`src/rtl/ahb_mprj_io_ctrl.sv`:
```
// ahb_mprj_io_ctrl: zero-wait AHB-Lite slave owning the MPRJ pads, with a rising-edge interrupt.
// Define MPRJ_IO_SYNC_EN to put a 2-flop synchroniser in front of the IN registers and edge detection.
module ahb_mprj_io_ctrl #(
  parameter int IO_PADS = 38
) (
  input  logic               HCLK,
  input  logic               HRESETn,
  input  logic               HSEL,
  input  logic [31:0]        HADDR,
  input  logic [1:0]         HTRANS,
  input  logic               HWRITE,
  input  logic [2:0]         HSIZE,
  input  logic [31:0]        HWDATA,
  input  logic               HREADY,
  output logic [31:0]        HRDATA,
  output logic               HREADYOUT,
  input  logic [IO_PADS-1:0] io_in,
  output logic [IO_PADS-1:0] io_out,
  output logic [IO_PADS-1:0] io_oeb,
  output logic               irq
);
  localparam int HW = IO_PADS - 32;
  logic               valid, wr, we, accept, unused;
  logic [3:0]         addr, lanes, lanes_d;
  logic [31:0]        mask;
  logic [IO_PADS-1:0] out_r, oeb_r, en_r, stat_r, smp, prev, rise, wd;
  logic [IO_PADS-1:0] wm_out, wm_oeb, wm_en, wm_stat;
  function automatic logic [IO_PADS-1:0] sel_mask(input logic [3:0] a, input logic [3:0] base,
                                                  input logic [31:0] m);
    return a == base ? {{HW{1'b0}}, m} : a == base + 4'd1 ? {m[HW-1:0], 32'h0} : '0;
  endfunction
  function automatic logic [31:0] word_of(input logic [IO_PADS-1:0] x, input logic hi);
    logic [63:0] t;
    t = '0;
    t[IO_PADS-1:0] = x;
    return hi ? t[63:32] : t[31:0];
  endfunction
  assign unused = ^{HADDR[31:6], HTRANS[0]};
  assign accept = HSEL & HREADY & HTRANS[1];
  assign we = valid & wr;
  assign mask = {{8{lanes[3]}}, {8{lanes[2]}}, {8{lanes[1]}}, {8{lanes[0]}}};
  assign wd = {HWDATA[HW-1:0], HWDATA};
  assign wm_out = we ? sel_mask(addr, 4'd0, mask) : '0;
  assign wm_oeb = we ? sel_mask(addr, 4'd2, mask) : '0;
  assign wm_en = we ? sel_mask(addr, 4'd6, mask) : '0;
  assign wm_stat = we ? sel_mask(addr, 4'd8, mask) : '0;
  assign rise = smp & ~prev;
  assign HREADYOUT = 1'b1;
  assign io_out = out_r;
  assign io_oeb = oeb_r;
  always_comb
    lanes_d = HSIZE == 3'd0 ? 4'b0001 << HADDR[1:0] :
              HSIZE == 3'd1 ? (HADDR[1] ? 4'b1100 : 4'b0011) : 4'b1111;
  always_comb
    HRDATA = !valid ? 32'h0 :
             addr[3:1] == 3'd0 ? word_of(out_r, addr[0]) :
             addr[3:1] == 3'd1 ? word_of(oeb_r, addr[0]) :
             addr[3:1] == 3'd2 ? word_of(smp, addr[0]) :
             addr[3:1] == 3'd3 ? word_of(en_r, addr[0]) :
             addr[3:1] == 3'd4 ? word_of(stat_r, addr[0]) : 32'h0;
`ifdef MPRJ_IO_SYNC_EN
  logic [IO_PADS-1:0] meta;
  always_ff @(posedge HCLK) begin
    meta <= HRESETn ? io_in : '0;
    smp <= HRESETn ? meta : '0;
  end
`else
  always_ff @(posedge HCLK)
    smp <= HRESETn ? io_in : '0;
`endif
  always_ff @(posedge HCLK)
    if (!HRESETn) begin
      valid <= 1'b0;
      wr <= 1'b0;
      addr <= '0;
      lanes <= '0;
      out_r <= '0;
      oeb_r <= '1;
      en_r <= '0;
      stat_r <= '0;
      prev <= '0;
      irq <= 1'b0;
    end else begin
      if (HREADY)
        valid <= accept;
      if (accept) begin
        addr <= HADDR[5:2];
        wr <= HWRITE;
        lanes <= lanes_d;
      end
      out_r <= (out_r & ~wm_out) | (wd & wm_out);
      oeb_r <= (oeb_r & ~wm_oeb) | (wd & wm_oeb);
      en_r <= (en_r & ~wm_en) | (wd & wm_en);
      // a new edge overrides a same-cycle clear
      stat_r <= (stat_r & ~(wd & wm_stat)) | rise;
      prev <= smp;
      irq <= |(stat_r & en_r);
    end
endmodule

```
`config.mk`:
```
export PLATFORM = sky130hd
export DESIGN_NAME = ahb_mprj_io_ctrl
export DESIGN_NICKNAME = d
export VERILOG_FILES = /design/src/rtl/ahb_mprj_io_ctrl.sv
export SDC_FILE = /design/constraint.sdc
export NUM_CORES = 1
export LEC_CHECK = 0
export BUFFER_PORTS_ARGS = -buffer_cell sky130_fd_sc_hd__buf_2
export CELL_PAD_IN_SITES_DETAIL_PLACEMENT = 1
export CELL_PAD_IN_SITES_GLOBAL_PLACEMENT = 2
export CORE_AREA = 2 2 174 176
export CTS_CLUSTER_DIAMETER = 200
export DETAILED_ROUTE_END_ITERATION = 16
export DIE_AREA = 0 0 176 178
export GPL_ROUTABILITY_DRIVEN = 1
export PLACE_DENSITY_LB_ADDON = 0.1
export SYNTH_ARGS = -nofsm -noshare
export SYNTH_HDL_FRONTEND = slang
export SYNTH_SLANG_ARGS = --single-unit
```
`constraint.sdc`:
```
create_clock -name HCLK -period 6.1 [get_ports HCLK]
set_clock_uncertainty 0.15 [all_clocks]
set_input_delay 1.22 -clock HCLK [delete_from_list [all_inputs] [get_ports HCLK]]
set_output_delay 1.22 -clock HCLK [all_outputs]
set_load 0.01 [all_outputs]
```
## Yosys cells after proc, flatten, opt, wreduce, memory -nomap -nowiden

Index checks and enable logic that the tools add are counted.

| storage, ports and cells | value |
|---|---|
| flip-flop bits (word level) | 239 |
| input bits | 112 |
| output and inout bits | 110 |

| operators by class | value |
|---|---|
| equality and inequality tests | 12 |
| shift-type cells | 1 |
| mux-type cells | 26 |
| bitwise gates (word level) | 22 |
| reductions and logical operators | 4 |

Operators by type and width:

| cell | count |
|---|---|
| two-way mux 38 bit | 12 |
| bitwise AND 38 bit | 10 |
| two-way mux 32 bit | 11 |
| inverter 38 bit | 5 |
| bitwise OR 38 bit | 4 |
| OR reduction 38 bit | 1 |
| two-way mux 4 bit | 3 |
| equality test 4 x 2 -> 1 bit, second input constant | 2 |
| equality test 4 x 3 -> 1 bit, second input constant | 2 |
| equality test 4 bit, second input constant | 2 |
| equality test 3 x 1 -> 1 bit, second input constant | 2 |
| equality test 3 x 2 -> 1 bit, second input constant | 2 |
| zero test 3 bit | 2 |
| equality test 4 x 1 -> 1 bit, second input constant | 1 |
| zero test 4 bit | 1 |
| << shifter 1 x 2 -> 4 bit, first input constant | 1 |
| bitwise AND 1 bit | 3 |
| equality test 3 bit, second input constant | 1 |

## Depth between registers and ports, before layout

Gate-level depths: netlist of the first run.

| depth | value |
|---|---|
| word-level depth | 8 |
| mapped depth | 8 |
| gate-level depth less buffers | 4 |

## Worst setup path before layout of the first run

OpenSTA, ideal clock, no wires.

| timing path | value |
|---|---|
| path kind | reg-to-output |
| start | register addr[2] |
| end | output HRDATA[30] |
| arrival | 1.588 ns |
| data required time | 4.730 ns |
| slack | 3.142 ns |
| stages on the path, launching flop included | 7 |
| buffers on the path | 2 |
| path through | dfxtp_1 -> buf_6 -> nor3b_1 -> buf_2 -> nand2_1 -> a221o_1 -> a21oi_1 |

| on the way | value |
|---|---|
| longest elaborated chain between the ends | 7 |

Ends and longest elaborated chain:

| what | RTL line | text |
|---|---|---|
| start, declared | 24 | `logic [3:0] addr, lanes, lanes_d;` |
| start signal, assigned | 87 | `addr <= HADDR[5:2];` |
| equality test 3 bit | 60 | `addr[3:1] == 3'd4 ? word_of(stat_r, addr[0]) : 32'h0;` |
| two-way mux 32 bit | 60 |  |
| two-way mux 32 bit | 59 | `addr[3:1] == 3'd3 ? word_of(en_r, addr[0]) :` |
| two-way mux 32 bit | 58 | `addr[3:1] == 3'd2 ? word_of(smp, addr[0]) :` |
| two-way mux 32 bit | 57 | `addr[3:1] == 3'd1 ? word_of(oeb_r, addr[0]) :` |
| two-way mux 32 bit * | 56 | `addr[3:1] == 3'd0 ? word_of(out_r, addr[0]) :` |
| two-way mux 32 bit * | 55 | `HRDATA = !valid ? 32'h0 :` |
| end, declared | 15 | `output logic [31:0] HRDATA,` |

Mark *: on every way between the ends. The rest lies on a longest branch, timed or not.

## Worst setup path in the final report of the first run

| timing path | value |
|---|---|
| start | register addr[3] |
| end | output HRDATA[2] |

The elaborated chain is that of the path after synthesis.

==> flow_summary.yaml, run 1 <==
worst_setup_path:
  crit_type: "flip-flop to output pin"
  crit_path_end_kind: "output pin"
  cp_max_fo: 16
  worstSetupStartpointType: "flip-flop"
  worstPathArrival_ns: 3.15
  required_ns: 4.73
logic_synthesis:
  avgSynthCellArea_um2: 9.42
  synth-edff-count: 0
  yosys.area_share.simple_pct: 22.0
  synthAdderAreaFrac_pct: 0
  ys_seq_area_share_pct: 45.9
  synth_compound_area_share_pct: 15.6
  synth_top_family_by_area: "simple AND/OR/NAND/NOR gates"
  ys_ff_latch: 239
  synth_cells: 1107
  synth-async-reset-ratio_pct: 0
  yosys.cell_types.count: 46
  synth_xor_area_share_pct: 0
  netlist_area_um2: 10400
  yosysWarnings: 0
  syn-num-nets: 1219
  synth_ff_type: "dfxtp_1"
  muxShareOfSynthArea_pct: 12.8
routing:
  remaining_drc_errors: 0
  viasPerCell: 5.14
  routed_wl_mm: 35.2
  drt_iter0_drc: 438
  detail-route-antenna-nets: 0
  wl_per_cell_um: 21.0
  drtPass1Iterations: 4
  vias: 8609
clocking:
  worstSkewPairLatency_ns: 0.54
  cts_resized: 0
  cts_num_sinks: 239
  cts_setup_buffers: 0
  clk_path_buf_depth: 3
  htreeDepth: 1
  cts_tree: "done"
  cts_hold_buf: 0
  root_buffer: "clkbuf_16"
  cts_inserted_buffers: 28
  path_clk_slew_ns: 0.06
outcome:
  status: "complete, no violations"
grt:
  grt_usage_pct: 22.3
  grt_pass1_wl_mm: 53.4
  overflow: 0
  grt_max_degree: 143
  antenna_found_initial: 0
  grt_pass1_vias: 8616
sta:
  hold_viol_final: 0
  tightest_slew_ns: 1.06
  period_share_pct: 74.1
  slew_headroom_pct: 28.9
  maxSlewViolCount: 0
  finalSetupTns_ns: 0
  fin_crit_ns: 4.52
  setup_viol: 0
  timing.fmax_mhz: 221
  rsz0062_at_grt: "false"
pwr:
  powerDensity_nw_per_um2: 283
  p_leak_nw: 5.20
  ir_worst_vdd_uv: 232
  power.total_mw: 3.55
die:
  num_rows: 63
  die_h_um: 178
  pin_count: 222
  die_w_um: 176
  start_util_pct: 35.5
  core_um2: 29400
  die_area_um2: 31300
layout:
  fillCellCount: 3387
  layout-drive-gt1-share_pct: 22.4
  nNetsFinal: 1379
  syn_to_final_growth_pct: 20.6
  n_antenna_cell: 0
placement:
  gp_congestion: 0.792
  hpwl_mm: 24.1
  io_buffer_count: 193
flow_run:
  max-cap-violations: 0
worst_hold_path:
  min_path_type: "flip-flop to flip-flop"
[cells in the mapped netlist, types with 5 or more instances]
cell type | number | area share (%)
a311o_1 | 8 | 0.77
o21a_1 | 38 | 2.7
and3_1 | 10 | 0.60
a22o_1 | 13 | 1.1
clkbuf_1 | 45 | 1.6
o22ai_1 | 12 | 0.72
a22oi_1 | 23 | 1.7
a21oi_1 | 38 | 1.8
mux2_2 | 24 | 2.6
nor2_1 | 31 | 1.1
nor2b_1 | 115 | 6.9
o21ai_0 | 13 | 0.62
nand2b_1 | 9 | 0.54
buf_2 | 18 | 0.86
o2bb2ai_1 | 6 | 0.50
a21boi_0 | 46 | 3.3
nand3_1 | 46 | 2.2
and2_1 | 76 | 4.6
o22a_1 | 6 | 0.50
nand4_1 | 5 | 0.30
dfxtp_1 | 239 | 46
nand2_1 | 121 | 4.4
inv_1 | 11 | 0.40
a21boi_1 | 6 | 0.43
mux2i_1 | 104 | 10
[logic make-up (layout without fill, tap and decap cells)]
logic type	after synthesis	count (layout)
AOI/OAI and AO/OA	224	224
other	1	1
DFF	239	239
buffers and inverters	85	263
muxes	129	129
and+or+nand+nor	429	429
[power by group]
part	total, mW	internal, mW	switching [mW]	leakage [nW]
logic	0.218	0.0970	0.121	2.79
clock network	1.69	1.03	0.660	0.458
registers	1.64	1.61	0.0389	1.95
total	3.55	2.73	0.819	5.20
[final timing paths]
| check | from | endpoint | slack, ns | depth (start not counted) |
|---|---|---|---|---|
| max reg2reg | addr[3] | stat_r[7] | 2.77 | 5 |
| min reg2reg | smp[18] | prev[18] | 0.33 | 1 |
| min | smp[18] | prev[18] | 0.33 | 1 |
| max | addr[3] | HRDATA[2] | 1.58 | 5 |
[per-layer routing]
layer / GRT usage, % / part of all wire [%] / vias up
li1: - / - / 4155
met1: 31.6 / 48 / 4204
met2: 36.0 / 46 / 201
met3: 2.83 / 4.0 / 49
met4: 5.51 / 2.3 / 0
met5: 0 / 0 / -
[through the flow]
| stage | hold slack [ns] | area (µm²) | instances | setup WS (ns) | utilization, % |
|---|---|---|---|---|---|
| 3_3_place_gp | 0.309 | 11600 | 1627 | 2.06 | 39.6 |
| 3_5_place_dp | 0.317 | 11600 | 1627 | 2.09 | 39.6 |
| 2_1_floorplan | 0.289 | 10400 | 1107 | 3.14 | - |
| 6_report | 0.330 | 12600 | 1675 | 1.58 | 42.7 |
| 5_1_grt | 0.353 | 12600 | 1675 | 1.38 | 42.7 |
| 4_1_cts | 0.331 | 12600 | 1675 | 1.49 | 42.7 |
[critical path, stage by stage (launching register included)]
cell and delay, ns:
dfxtp_1 0.84, nand2b_1 0.81, nor2_1 0.35, a22oi_1 0.25, and3_1 0.20, buf_2 0.14
[cell usage in the layout (no fill, tap or decap), drive strengths merged, types with 32 or more instances in the layout]
cell type,instances
and2,76
a21oi,38
buf,204
nor2b,115
mux2i,104
dfxtp,239
nand3,46
nor2,32
clkbuf,41
nand2,121
o21a,38
a21boi,52
[final cells by class]
cell class	instances	area, µm²	area share (%)
Multi-Input combinational cell	783	5270	41.9
Sequential cell	239	4790	38.1
Timing Repair Buffer	204	1050	8.39
Clock buffer	41	841	6.69
Tap cell	390	488	3.88
Clock inverter	7	91.3	0.727
Inverter	11	41.3	0.329
Power figures use the tool's default switching activity.
==> inputs of run 2 (changes only) <==
Settings changed: CORE_AREA 2 2 174 176 to 2 2 181 183, DIE_AREA 0 0 176 178 to 0 0 183 185.
Clock period 6.1 ns to 4.7 ns, I/O delays scaled along.
==> run 2 against run 1 <==
Against the previous run: cell count is 2.0% higher; hold slack worse by 0.0053 ns; count of clock-buffer cells in the layout is 4 higher; first-iteration DRC count is 0.46% higher; power is 38% higher; design area is 2.1% higher; sequential cell count stayed put; setup slack worse by 0.91 ns; critical endpoint is now HRDATA[27].
==> flow_summary.yaml, run 2 (synthesis results as in run 1) <==
worst_setup_path:
  cpMostUsedCell: "buf_4"
  crit_family: "buffers and inverters"
  cp_slowest_cell: "dfxtp_1"
  crit_type: "flip-flop to output pin"
  path_buf_inv: 3
  cp_max_fo: 20
  required_ns: 3.61
  crit_path_end_kind: "output pin"
  worstPathArrival_ns: 2.94
  rrSetupSlack_ns: 1.79
  worstSetupStartpointType: "flip-flop"
  max_stage_delay_ns: 0.71
  path_cells: "buf_4 -> nor3b_2 -> buf_4 -> nand2_1 -> a221o_1 -> a21oi_1 -> buf_2"
sta:
  tightest_slew_ns: 1.03
  finalSetupTns_ns: 0
  timing.fmax_mhz: 248
  whs_ns: 0.324
  rsz0062_at_grt: "false"
  setup_viol: 0
  slew_headroom_pct: 31.6
  fin_crit_ns: 4.03
  period_share_pct: 85.7
  hold_viol_final: 0
  maxSlewViolCount: 0
pwr:
  powerDensity_nw_per_um2: 382
  ir_worst_vdd_uv: 234
  swShare_pct: 22.5
  p_leak_nw: 5.33
  p_clk_share_pct: 50.4
  combPwrFrac_pct: 5.9
  p_seq_share_pct: 43.7
  switching_power_mw: 1.10
  p_int_mw: 3.79
die:
  die_w_um: 183
  num_rows: 66
  start_util_pct: 32.5
  pin_count: 222
  die_area_um2: 33900
  die_h_um: 185
  core_um2: 32000
layout:
  n_antenna_cell: 0
  nNetsFinal: 1390
  final_common_cell: "dfxtp_1"
  layout-drive-gt1-share_pct: 23.4
  fin_cells: 1709
  layout_common_cells: "dfxtp_1, buf_2, nand2_1, nor2b_1, mux2i_1"
  syn_to_final_growth_pct: 23.0
  stdcell_area_um2: 12800
placement:
  hpwl_mm: 25.7
  place_area_um2: 11800
  io_buffer_count: 193
  dp.cells: 1655
  gp_congestion: 0.747
routing:
  vias: 8664
  remaining_drc_errors: 0
  routed_wl_mm: 36.3
  viasPerCell: 5.07
  wl_per_cell_um: 21.3
  drt_iter0_drc: 440
  detail-route-antenna-nets: 0
  drtPass1Iterations: 4
clocking:
  clk_path_buf_depth: 3
  cts_resized: 0
  path_clk_slew_ns: 0.06
  cts_setup_buffers: 0
  root_buffer: "clkbuf_16"
  cts_tree: "done"
  worstSkewPairLatency_ns: 0.55
  htreeDepth: 1
  cts_inserted_buffers: 29
  cts_hold_buf: 0
  cts_num_sinks: 239
grt:
  grt_max_degree: 96
  antenna_found_initial: 0
  grt_pass1_vias: 8863
  grt_usage_pct: 21.4
  grt_pass1_wl_mm: 55.2
  overflow: 0
worst_hold_path:
  min_path_type: "flip-flop to flip-flop"
outcome:
  status: "complete, no violations"
flow_run:
  max-cap-violations: 0
[run 2: power groups by stage]
stage,Combinational [mW],Clock (mW),Sequential [mW]
5_1_grt,0.316,2.62,2.14
4_1_cts,0.292,2.54,2.14
3_5_place_dp,0.291,0,2.18
6_report,0.287,2.47,2.14
3_3_place_gp,0.288,0,2.18
2_1_floorplan,0.180,0,2.15
[run 2: path summary, 6_finish.rpt]
kind | startpoint | to | cells past startpoint
worst max-delay path | addr[3] | HRDATA[27] | 7
worst min-delay path | smp[2] | prev[2] | 1
worst max register to register | addr[1] | flip-flop | 6
worst min register to register | smp[2] | prev[2] | 1
[run 2: final cells by class]
class	instances	area [µm²]
fill	3716	19200
multi-input combinational	783	5270
sequential	239	4790
timing repair buffer	214	1140
clock buffer	45	896
tap	408	510
clock inverter	9	180
inverter	11	41.3
[run 2: worst register-to-register path, delay by kind of cell, from the launching register on]
kind | cells | cell delay [ns]
muxes | 1 | 0.26
buffers and inverters | 2 | 0.59
and+or+nand+nor | 3 | 1.27
DFF | 1 | 0.54
[run 2: stage by stage]
stage | util (%) | power, mW | worst slack, ns
6_report | 40.0 | 4.89 | 0.672
5_1_grt | 40.0 | 5.08 | 0.529
4_1_cts | 40.0 | 4.97 | 0.628
3_5_place_dp | 36.7 | 2.47 | 1.20
3_3_place_gp | 36.7 | 2.47 | 1.23
2_1_floorplan | - | 2.33 | 2.02
[run 2: metal layers]
metal / global-route usage [%] / part of all wire [%]
met1: 29.2 / 48
met2: 36.4 / 47
met3: 2.71 / 3.9
met4: 4.13 / 1.6
met5: 0 / 0
